`config.mk`:
```
export PLATFORM = sky130hd
export DESIGN_NAME = sample_capture
export DESIGN_NICKNAME = d
export VERILOG_FILES = /design/src/rtl/sample_capture_pkg.sv /design/src/rtl/sample_capture_fifo.sv /design/src/rtl/sample_capture.sv
export SDC_FILE = /design/constraint.sdc
export NUM_CORES = 1
export LEC_CHECK = 0
export ABC_AREA = 1
export ABC_CLOCK_PERIOD_IN_PS = 2800
export CORE_MARGIN = 2
export CORE_UTILIZATION = 55
export DETAILED_ROUTE_END_ITERATION = 6
export PLACE_DENSITY = 0.9
export SYNTH_ARGS = -nofsm -noshare
export SYNTH_HDL_FRONTEND = slang
export SYNTH_SLANG_ARGS = --single-unit
```
`constraint.sdc`:
```
create_clock -name clk -period 2.8 [get_ports clk]
set_input_delay 0.56 -clock clk [delete_from_list [all_inputs] [get_ports clk]]
set_output_delay 0.56 -clock clk [all_outputs]
set_load 0.05 [all_outputs]
```
`src/rtl/sample_capture_pkg.sv`:
```
// Shared types and constants for the sample capture block.
package sample_capture_pkg;

    typedef enum logic {
        BASELINE = 1'b0,
        RUN      = 1'b1
    } state_t;

    localparam int DW_DEF    = 16;
    localparam int DEPTH_DEF = 4;
    localparam int SUM_W     = 32;
    localparam int CNT_W     = 16;

endpackage

```
`src/rtl/sample_capture_fifo.sv`:
```
// Small FIFO for captured samples; the head entry is visible combinationally
// so a push shows up on the output right after the writing edge.
module sample_capture_fifo #(
    parameter int DW    = 16,
    parameter int DEPTH = 4
) (
    input  logic          clk,
    input  logic          rst,
    input  logic          clr,
    input  logic          push,
    input  logic          pop,
    input  logic [DW-1:0] wr_data,
    output logic [DW-1:0] rd_data,
    output logic          empty,
    output logic          full,
    output logic          push_ok,
    output logic          pop_ok
);

    localparam int AW = $clog2(DEPTH);
    localparam logic [AW:0] FULL_OCC = (AW+1)'(DEPTH);

    logic [DW-1:0] mem [DEPTH];
    logic [AW-1:0] wr_ptr_reg;
    logic [AW-1:0] rd_ptr_reg;
    logic [AW:0]   occ_reg;

    assign empty   = (occ_reg == '0);
    assign full    = (occ_reg == FULL_OCC);
    assign pop_ok  = pop && !empty && !clr;
    // A full FIFO still takes a new entry when the head leaves on the same edge.
    assign push_ok = push && !clr && (!full || pop_ok);
    assign rd_data = empty ? '0 : mem[rd_ptr_reg];

    always_ff @(posedge clk) begin
        if (push_ok) begin
            mem[wr_ptr_reg] <= wr_data;
        end
    end

    always_ff @(posedge clk or negedge rst) begin
        if (!rst) begin
            wr_ptr_reg <= '0;
            rd_ptr_reg <= '0;
            occ_reg    <= '0;
        end else if (clr) begin
            wr_ptr_reg <= '0;
            rd_ptr_reg <= '0;
            occ_reg    <= '0;
        end else begin
            if (push_ok) begin
                wr_ptr_reg <= wr_ptr_reg + 1'b1;
            end
            if (pop_ok) begin
                rd_ptr_reg <= rd_ptr_reg + 1'b1;
            end
            case ({push_ok, pop_ok})
                2'b10:   occ_reg <= occ_reg + 1'b1;
                2'b01:   occ_reg <= occ_reg - 1'b1;
                default: occ_reg <= occ_reg;
            endcase
        end
    end

endmodule

```
`src/rtl/sample_capture.sv`:
```
// Captures each change of a strobe-less result bus into a FIFO and keeps
// saturating statistics of the accepted samples.
module sample_capture
    import sample_capture_pkg::*;
#(
    parameter int DEPTH = DEPTH_DEF,
    parameter int DW    = DW_DEF
) (
    input  logic             clk,
    input  logic             rst,
    input  logic [DW-1:0]    in_data,
    input  logic             clr,
    output logic [DW-1:0]    out_data,
    output logic             out_valid,
    input  logic             out_ready,
    output logic [SUM_W-1:0] sum,
    output logic [CNT_W-1:0] count,
    output logic             overflow
);

    state_t           state_reg;
    logic [DW-1:0]    prev_reg;
    logic [SUM_W-1:0] sum_reg;
    logic [SUM_W-1:0] sum_next;
    logic [CNT_W-1:0] count_reg;
    logic [CNT_W-1:0] count_next;
    logic             overflow_reg;

    logic             change;
    logic             push_req;
    logic             fifo_empty;
    logic             fifo_full;
    logic             push_ok;
    logic             pop_ok;
    logic [SUM_W:0]   sum_ext;
    logic [CNT_W:0]   count_ext;

    assign change   = (state_reg == RUN) && (in_data != prev_reg);
    assign push_req = change && !clr;

    sample_capture_fifo #(
        .DW    (DW),
        .DEPTH (DEPTH)
    ) u_fifo (
        .clk     (clk),
        .rst     (rst),
        .clr     (clr),
        .push    (push_req),
        .pop     (out_ready),
        .wr_data (in_data),
        .rd_data (out_data),
        .empty   (fifo_empty),
        .full    (fifo_full),
        .push_ok (push_ok),
        .pop_ok  (pop_ok)
    );

    assign out_valid = !fifo_empty;

    // The carry bit of the extended add marks saturation.
    always_comb begin
        sum_ext    = {1'b0, sum_reg} + (SUM_W+1)'(in_data);
        count_ext  = {1'b0, count_reg} + 1'b1;
        sum_next   = sum_ext[SUM_W] ? {SUM_W{1'b1}} : sum_ext[SUM_W-1:0];
        count_next = count_ext[CNT_W] ? {CNT_W{1'b1}} : count_ext[CNT_W-1:0];
    end

    always_ff @(posedge clk or negedge rst) begin
        if (!rst) begin
            state_reg    <= BASELINE;
            prev_reg     <= '0;
            sum_reg      <= '0;
            count_reg    <= '0;
            overflow_reg <= 1'b0;
        end else begin
            case (state_reg)
                BASELINE: begin
                    prev_reg  <= in_data;
                    state_reg <= RUN;
                end
                RUN: begin
                    if (change) begin
                        prev_reg <= in_data;
                    end
                end
                default: state_reg <= BASELINE;
            endcase

            if (clr) begin
                sum_reg      <= '0;
                count_reg    <= '0;
                overflow_reg <= 1'b0;
            end else begin
                if (push_ok) begin
                    sum_reg   <= sum_next;
                    count_reg <= count_next;
                end
                if (change && fifo_full && !pop_ok) begin
                    overflow_reg <= 1'b1;
                end
            end
        end
    end

    assign sum      = sum_reg;
    assign count    = count_reg;
    assign overflow = overflow_reg;

endmodule

```
==> metrics.txt, run 1 <==
status=finished, final reports clean; CTS tree=yes; initial antenna violation count=0; slowest library cell on the worst path=clkinv_1; CTS Buffer Depth=2; Worst EP arrival=2.12 ns; pre-CTS setup slack=-0.2239 ns; gate count after technology mapping=989; I/O pins=86; Final setup viols=0; Fin Clk Skew=0.01465 ns; Final HPWL DP=13580 um; largest net degree at the start of global routing=39; Post-Syn Area per Cell=7.953 sq um; clk sinks=137; WP depth=5; Reg2Reg Depth=15; vias per inst=5.629; DR pass1 iterations=7; Root Buffer=clkbuf_16; CP startpoint kind=flop; grt ovf=0; met3 GRT Util=7.326%; gr usage total=29.11%; Hold Crit Class=input pin to asynchronous set/reset pin; Post-route DRC=0; diodes inserted=0; Vias=7318; synth warn=0; Slew headroom=60.05%; WP data required=2.24 ns; core area=13930 sq um; H-tree levels=4; reg2reg start=prev_reg[8]; final worst slack=0.1151 ns; vias in the first global route=7094; Period Utilization, post-route=95.89%; worst-path cell chain=clkinv_1 > nor2_1 > o21ai_0 > a21oi_1 > buf_4; setup TNS=0 ns; routed wire length=21070 um; ratio of cells with drive above 1 in the final layout=14.55%; synth unique cells=42; syn nets=1032; Worst-path clk slew=0.06 ns; max cap viols=0; critical setup path kind=flop to output port; # rows=43; Initial Utilization=56.44%; nets=1150; first-pass GRT wire length=34040 um; fill count=940; Seq/Total Area, Yosys=47.66%; 1st-iter DRT viols=748; Port-buffer cells=85; wire per inst=16.21 um; Peak VDD IR=0.3867 mV; GR Util met1=35.78%; Max Slew Vio Count=0; power per cell area=741.5 nW/um^2; FF-to-FF End=u_fifo.occ_reg[2]; WP buf/inv=2; total CTS buffers=17; Leakage=0.004625 uW; most common flop cell mapped by yosys=dfrtp_1; max FFs per register=64; DRT antenna net count=0; synthesized flop and latch total=137; synth-to-layout area growth=24.01%; Final Hold Fails=0; post-synthesis cell area=7865 sq um; crit-path leading delay family=buffers and inverters; GRT met2 Usage=47.60%; reg2reg setup slack=0.35 ns; EDFF count, synth=64; die area=15270 sq um; Tmin final=2.685 ns; Max stage delay on crit path=0.47 ns; critical path fanouts, max=18; Highest Clock Rate=372.4 MHz; Worst-Margin Slew=0.5937 ns; Placer Congestion=0.9399; most used routing layer=met2; asr flop ratio synth=53.28%; die width=123.6 um; Die Ht=123.6 um; latest clock arrival within the worst-skew pair=0.44 ns; Crit. End Element=output port
-- worst register-to-register path: stages, from the launching register on --
cell      delay (ns)
dfrtp_1         0.39
nor2_1          0.18
nor2_1          0.08
nor2_1          0.20
nand2_1         0.10
nor2_1          0.16
nand2_2         0.11
nand2_1         0.13
nand2_2         0.08
fa_1            0.38
xor2_1          0.16
nand3b_1        0.17
nand2_1         0.07
inv_1           0.04
nand2_1         0.05
nand2_1         0.05
-- worst max path at each step --
stage                              endpoint                  from
after floorplan                out_data[10]  u_fifo.rd_ptr_reg[0]
after global placement    u_fifo.occ_reg[2]            in_data[0]
final                          out_data[10]  u_fifo.rd_ptr_reg[1]
after global routing      u_fifo.occ_reg[2]            in_data[8]
after CTS                 u_fifo.occ_reg[2]            in_data[0]
after detailed placement  u_fifo.occ_reg[2]           in_data[15]
-- cell type report --
type	count	area (sq um)	area share, %
Clock inverter	15	156.4	1.604
Multi-Input combinational cell	686	3425	35.11
Sequential cell	137	3749	38.43
Clock buffer	17	425.4	4.362
Inverter	125	469.2	4.811
Tap cell	180	225.2	2.309
Timing Repair Buffer	140	1304	13.37
-- cells in the final DEF (no fill, tap or decap), types with 2 or more instances in the layout --
cell type        netlist  routed
a21o_1                 2       2
inv_2                  8       8
o21ai_0               50      50
a31oi_1                2       2
dlymetal6s2s_1         0       3
inv_8                  0       5
nand2_2                7       8
nor2_1               129     128
inv_6                  0       5
nor3_1                 9       9
edfxtp_1              64      64
nand2_1              274     273
o21ai_2               20      20
ha_1                  21      21
nor2_2                 7       8
clkinv_2               0       2
dfrtp_1               73      73
clkbuf_16              0      17
o21ai_1               17      17
nand2_4                2       2
nor4_1                 3       3
nand3_1               57      57
xor2_1                13      13
xnor2_1                5       5
buf_4                  2      66
nand3_2                2       2
buf_12                 0       6
clkdlybuf4s50_1        0      65
nor3_2                 3       3
clkinv_1               2       2
nand4_1               12      12
fa_1                   2       2
nand3b_1               4       4
a21oi_1               33      33
or2_2                  2       2
inv_1                115     115
-- metal layers --
| metal | up-vias | wire length (um) | share of wire [%] |
|---|---|---|---|
| met4 | 0 | 959 | 4.6 |
| met2 | 415 | 10060 | 48 |
| met3 | 96 | 1751 | 8.3 |
| met5 | - | 0 | 0 |
| met1 | 3400 | 8296 | 39 |
| li1 | 3407 | - | - |
-- cell usage after synthesis (2+ instances only) --
library cell    n  area share [%]
o21ai_0        50             3.2
nor2_1        129             6.2
xnor2_1         5            0.56
a21o_1          2            0.19
xor2_1         13             1.4
inv_1         115             5.5
nand3b_1        4            0.38
nor3_1          9            0.57
nand3_2         2            0.25
nand2_1       274              13
buf_4           2            0.19
nand4_1        12            0.95
edfxtp_1       64              24
nor4_1          3            0.24
inv_2           8            0.38
nor2_2          7            0.56
nor3_2          3            0.38
nand3_1        57             3.6
clkinv_1        2           0.095
o21ai_1        17             1.1
nand2_2         7            0.56
o21ai_2        20             2.2
clkbuf_1       26             1.2
a31oi_1         2            0.16
fa_1            2            0.51
buf_2           5            0.32
or2_2           2            0.16
nand2_4         2            0.29
buf_6           8             1.1
dfrtp_1        73              23
a21oi_1        33             2.1
ha_1           21             3.3
-- logic make-up after synthesis --
logic type	share of synthesized area, %
other	0.04768
AOI/OAI and AO/OA	9.147
xor gates and xnor gates	2.004
DFF	47.66
and+or+nand+nor	28.43
buffers and inverters	8.861
adders and majority gates	3.850
-- metrics by stage --
stage	cells	hold WS, ns	power [uW]	area [sq um]	utilization [%]
floorplan	989	0.2644	4126	7865	-
global placement	1268	0.4773	4913	9159	65.73
detailed placement	1268	0.4885	4967	9159	65.73
CTS	1300	0.1089	7208	9741	69.90
global route	1300	0.1319	7537	9753	69.99
finish	1300	0.09928	7232	9753	69.99
-- timing repair --
action | 4_1_cts | 5_1_grt
gates resized for setup | 0 | 5
buffers inserted | 0 | 0
hold buffers | 0 | 0
setup endpoints to repair | 0 | 1
-- report_power, final --
group / internal, uW / switching (uW) / total [uW]
clock: 1260 / 963 / 2220
sequential: 2250 / 122 / 2370
combinational: 842 / 1800 / 2640
total: 4350 / 2880 / 7230
(Power assumes the default switching activity.)
==> inputs of run 2 (changes only) <==
--- a/config.mk
+++ b/config.mk
@@ -7,6 +7,7 @@
 export LEC_CHECK = 0
 export ABC_AREA = 1
 export ABC_CLOCK_PERIOD_IN_PS = 2800
+export CORE_ASPECT_RATIO = 0.6
 export CORE_MARGIN = 2
 export CORE_UTILIZATION = 55
 export DETAILED_ROUTE_END_ITERATION = 6
==> constraint.sdc (replaced) <==
create_clock -name clk -period 2.8 [get_ports clk]
set_input_delay 0.28 -clock clk [delete_from_list [all_inputs] [get_ports clk]]
set_output_delay 0.28 -clock clk [all_outputs]
set_load 0.05 [all_outputs]
==> run 2 against run 1 <==
  * The run now ends with design-rule violations, negative hold slack left
  * Register-to-register slack improved by 0.05 ns
  * Maximum frequency rose by 11%
  * Critical path depth rose by 8
  * Cell count fell by 1.5%
  * Final area fell by 3.3%
  * Via count fell by 3.6%
  * Power fell by 3.7%
==> metrics.txt, run 2 (synthesis results as in run 1) <==
status=finished, violations left; failing checks=design-rule violations, negative hold slack; cts hold-fix bufs=0 (unchanged); wire per inst=16.21 um (about the same); Sequential Power Share=34.0% (+1.3 points); Max stage delay on crit path=0.49 ns (+0.02 ns); slowest library cell on the worst path=clkdlybuf4s50_1; die area=15300 sq um (+0.21%); first-pass GRT wire length=34020 um (about the same); metal3 WL=1965 um (+12%); power per cell area=738.9 nW/um^2 (-0.35%); nets=1119 (-2.7%); total CTS buffers=17 (unchanged); Worst EP arrival=2.71 ns (+0.59 ns); diodes inserted=0 (unchanged); H-tree levels=4 (unchanged); Final setup viols=0 (unchanged); register area=3749 sq um (unchanged); Port-buffer cells=85 (unchanged); largest net degree at the start of global routing=74 (+90%); CTS-repair resized insts=0 (unchanged); vias per inst=5.511 (-2.1%); 1st-iter DRT viols=664 (-11%); Crit. End Element=flop; Logic pwr share=36.3% (-0.2 points); DR pass1 iterations=7 (unchanged); Sw Pwr=2814 uW (-2.4%); die width=158.4 um (+28%); fill count=1063 (+13%); Worst-Margin Slew=0.9229 ns (+0.3292 ns); Fin Clk Skew=0.009411 ns (-0.005243 ns); critical setup path kind=input pin to flop; grt ovf=0 (unchanged); core area=13790 sq um (-1.0%); Hold Crit Class=input pin to asynchronous set/reset pin; Slew headroom=38.47% (-22 points); Final Hold Fails=4 (+4); # rows=33 (-23%); critical path fanouts, max=13 (-5); max FFs per register=64 (unchanged); Die Ht=96.63 um (-22%); Peak VDD IR=0.4730 mV (+22%); clk sinks=137 (unchanged); RSZ-0062 raised after global routing=no; I/O pins=86 (unchanged); clock share of power=29.7% (-1.0 points); Highest Clock Rate=414.7 MHz (+11%); Post-CTS Repair Setup Buffers=0 (unchanged); most common cell after layout, fill and taps aside=nand2_1; gr usage total=28.48% (-0.63 points); Highest Signal Layer=met4; latest clock arrival within the worst-skew pair=0.42 ns (-0.02 ns); DRT antenna net count=0 (unchanged); max cap viols=0 (unchanged); Initial Utilization=57.03% (+0.59 points); most used cell, CP=nand2_1; CTS Buffer Depth=2 (unchanged); Final HPWL DP=14130 um (+4.0%); worst-path cell chain=clkdlybuf4s50_1 > ha_1 > fa_1 > nand3_1 > nand3_2 > nand2_1 > nand2_1 > nand2_2 > nand2_4 > nand4_4 > inv_2 > o21ai_0 > nand2_1; setup TNS=0 ns (unchanged); routed wire length=20760 um (-1.5%); ratio of cells with drive above 1 in the final layout=11.67% (-2.9 points); M1 WL=9541 um (+15%); WP data required=3.10 ns (+0.86 ns); initial antenna violation count=0 (unchanged); Multi-input gate area=3420 sq um (-0.15%); cell-internal power=4153 uW (-4.5%); Leakage=0.004407 uW (-4.7%); Sw Share=40.39% (+0.51 points); Core Util, Final=68.37% (-1.6 points); Placer Congestion=0.9427 (+0.30%); CP startpoint kind=input pin; Max Slew Vio Count=0 (unchanged); Root Buffer=clkbuf_16; Tmin final=2.411 ns (-0.2735 ns); Post-route DRC=2 (+2); CTS tree=yes; Vias=7054 (-3.6%); vias in the first global route=6751 (-4.8%); Period Utilization, post-route=86.12% (-9.8 points); DR WL met2=8893 um (-12%); Worst-path clk slew=0.06 ns (about the same); synth-to-layout area growth=19.89%; Hold Worst Slack=-0.01559 ns (-0.1149 ns); most frequent cells in the layout=nand2_1 (274), nor2_1 (129), inv_1 (115)
==> run 2: changes by cell type in the layout (fill, tap and decap cells not counted), sizes merged <==
cell,before,now
buf,72,41
bufinv,1,0
clkdlybuf4s50,65,68
clkinv,5,8
dlymetal6s2s,3,0
inv,133,130
==> run 2: cell type report <==
class / instances / share of cell area [%]
clock buffer: 17 / 4.512
inverter: 125 / 4.976
tap: 192 / 2.548
timing repair buffer: 109 / 10.75
clock inverter: 14 / 1.194
multi-input combinational: 686 / 36.27
sequential: 137 / 39.76
==> run 2: critical path: cells and delay by family <==
| family | cells | cell delay [ns] |
|---|---|---|
| fa+ha+maj | 2 | 0.70 |
| buf+inv | 2 | 0.65 |
| compound gates | 1 | 0.22 |
| simple gates | 8 | 0.85 |
==> run 2: path summary, 6_finish.rpt <==
| kind | startpoint | endpoint | slack, ns | cells past startpoint |
|---|---|---|---|---|
| min in group clk | in_data[0] | prev_reg[0] | 0.44 | 1 |
| hold / removal | rst | count[3] | -0.02 | 1 |
| hold reg to reg | sum[2] | sum[2] | 0.51 | 2 |
| setup reg to reg | sum[0] | sum[1] | 0.40 | 12 |
| setup / recovery | in_data[0] | sum[1] | 0.39 | 13 |
| max in group asynchronous | rst | sum[9] | 2.21 | 1 |
==> run 2: power by group through the flow <==
| stage | registers, uW | logic (uW) | clock network [uW] |
|---|---|---|---|
| after floorplan | 2600 | 1530 | 0 |
| after global placement | 2400 | 2440 | 0 |
| after detailed placement | 2400 | 2480 | 0 |
| after CTS | 2360 | 2510 | 2080 |
| after global routing | 2380 | 2720 | 2160 |
| final | 2370 | 2530 | 2070 |
==> run 2: per-stage QoR <==
stage,total power [uW],area (sq um),hold WS (ns),std cells,setup slack [ns]
6_report,6967,9429,-0.01559,1280,0.3886
5_1_grt,7262,9429,0.05945,1280,0.2291
4_1_cts,6959,9429,0.01901,1280,0.3928
3_5_place_dp,4875,8891,0.4626,1249,0.02523
3_3_place_gp,4842,8891,0.4647,1249,0.1013
2_1_floorplan,4126,7865,-0.01559,989,0.5071
==> run 2: metal layers <==
| metal | global-route usage, % | up-vias |
|---|---|---|
| li1 | - | 3354 |
| met1 | 43.42 | 3267 |
| met2 | 40.57 | 395 |
| met3 | 6.317 | 38 |
| met4 | 8.663 | 0 |
| met5 | 0 | - |
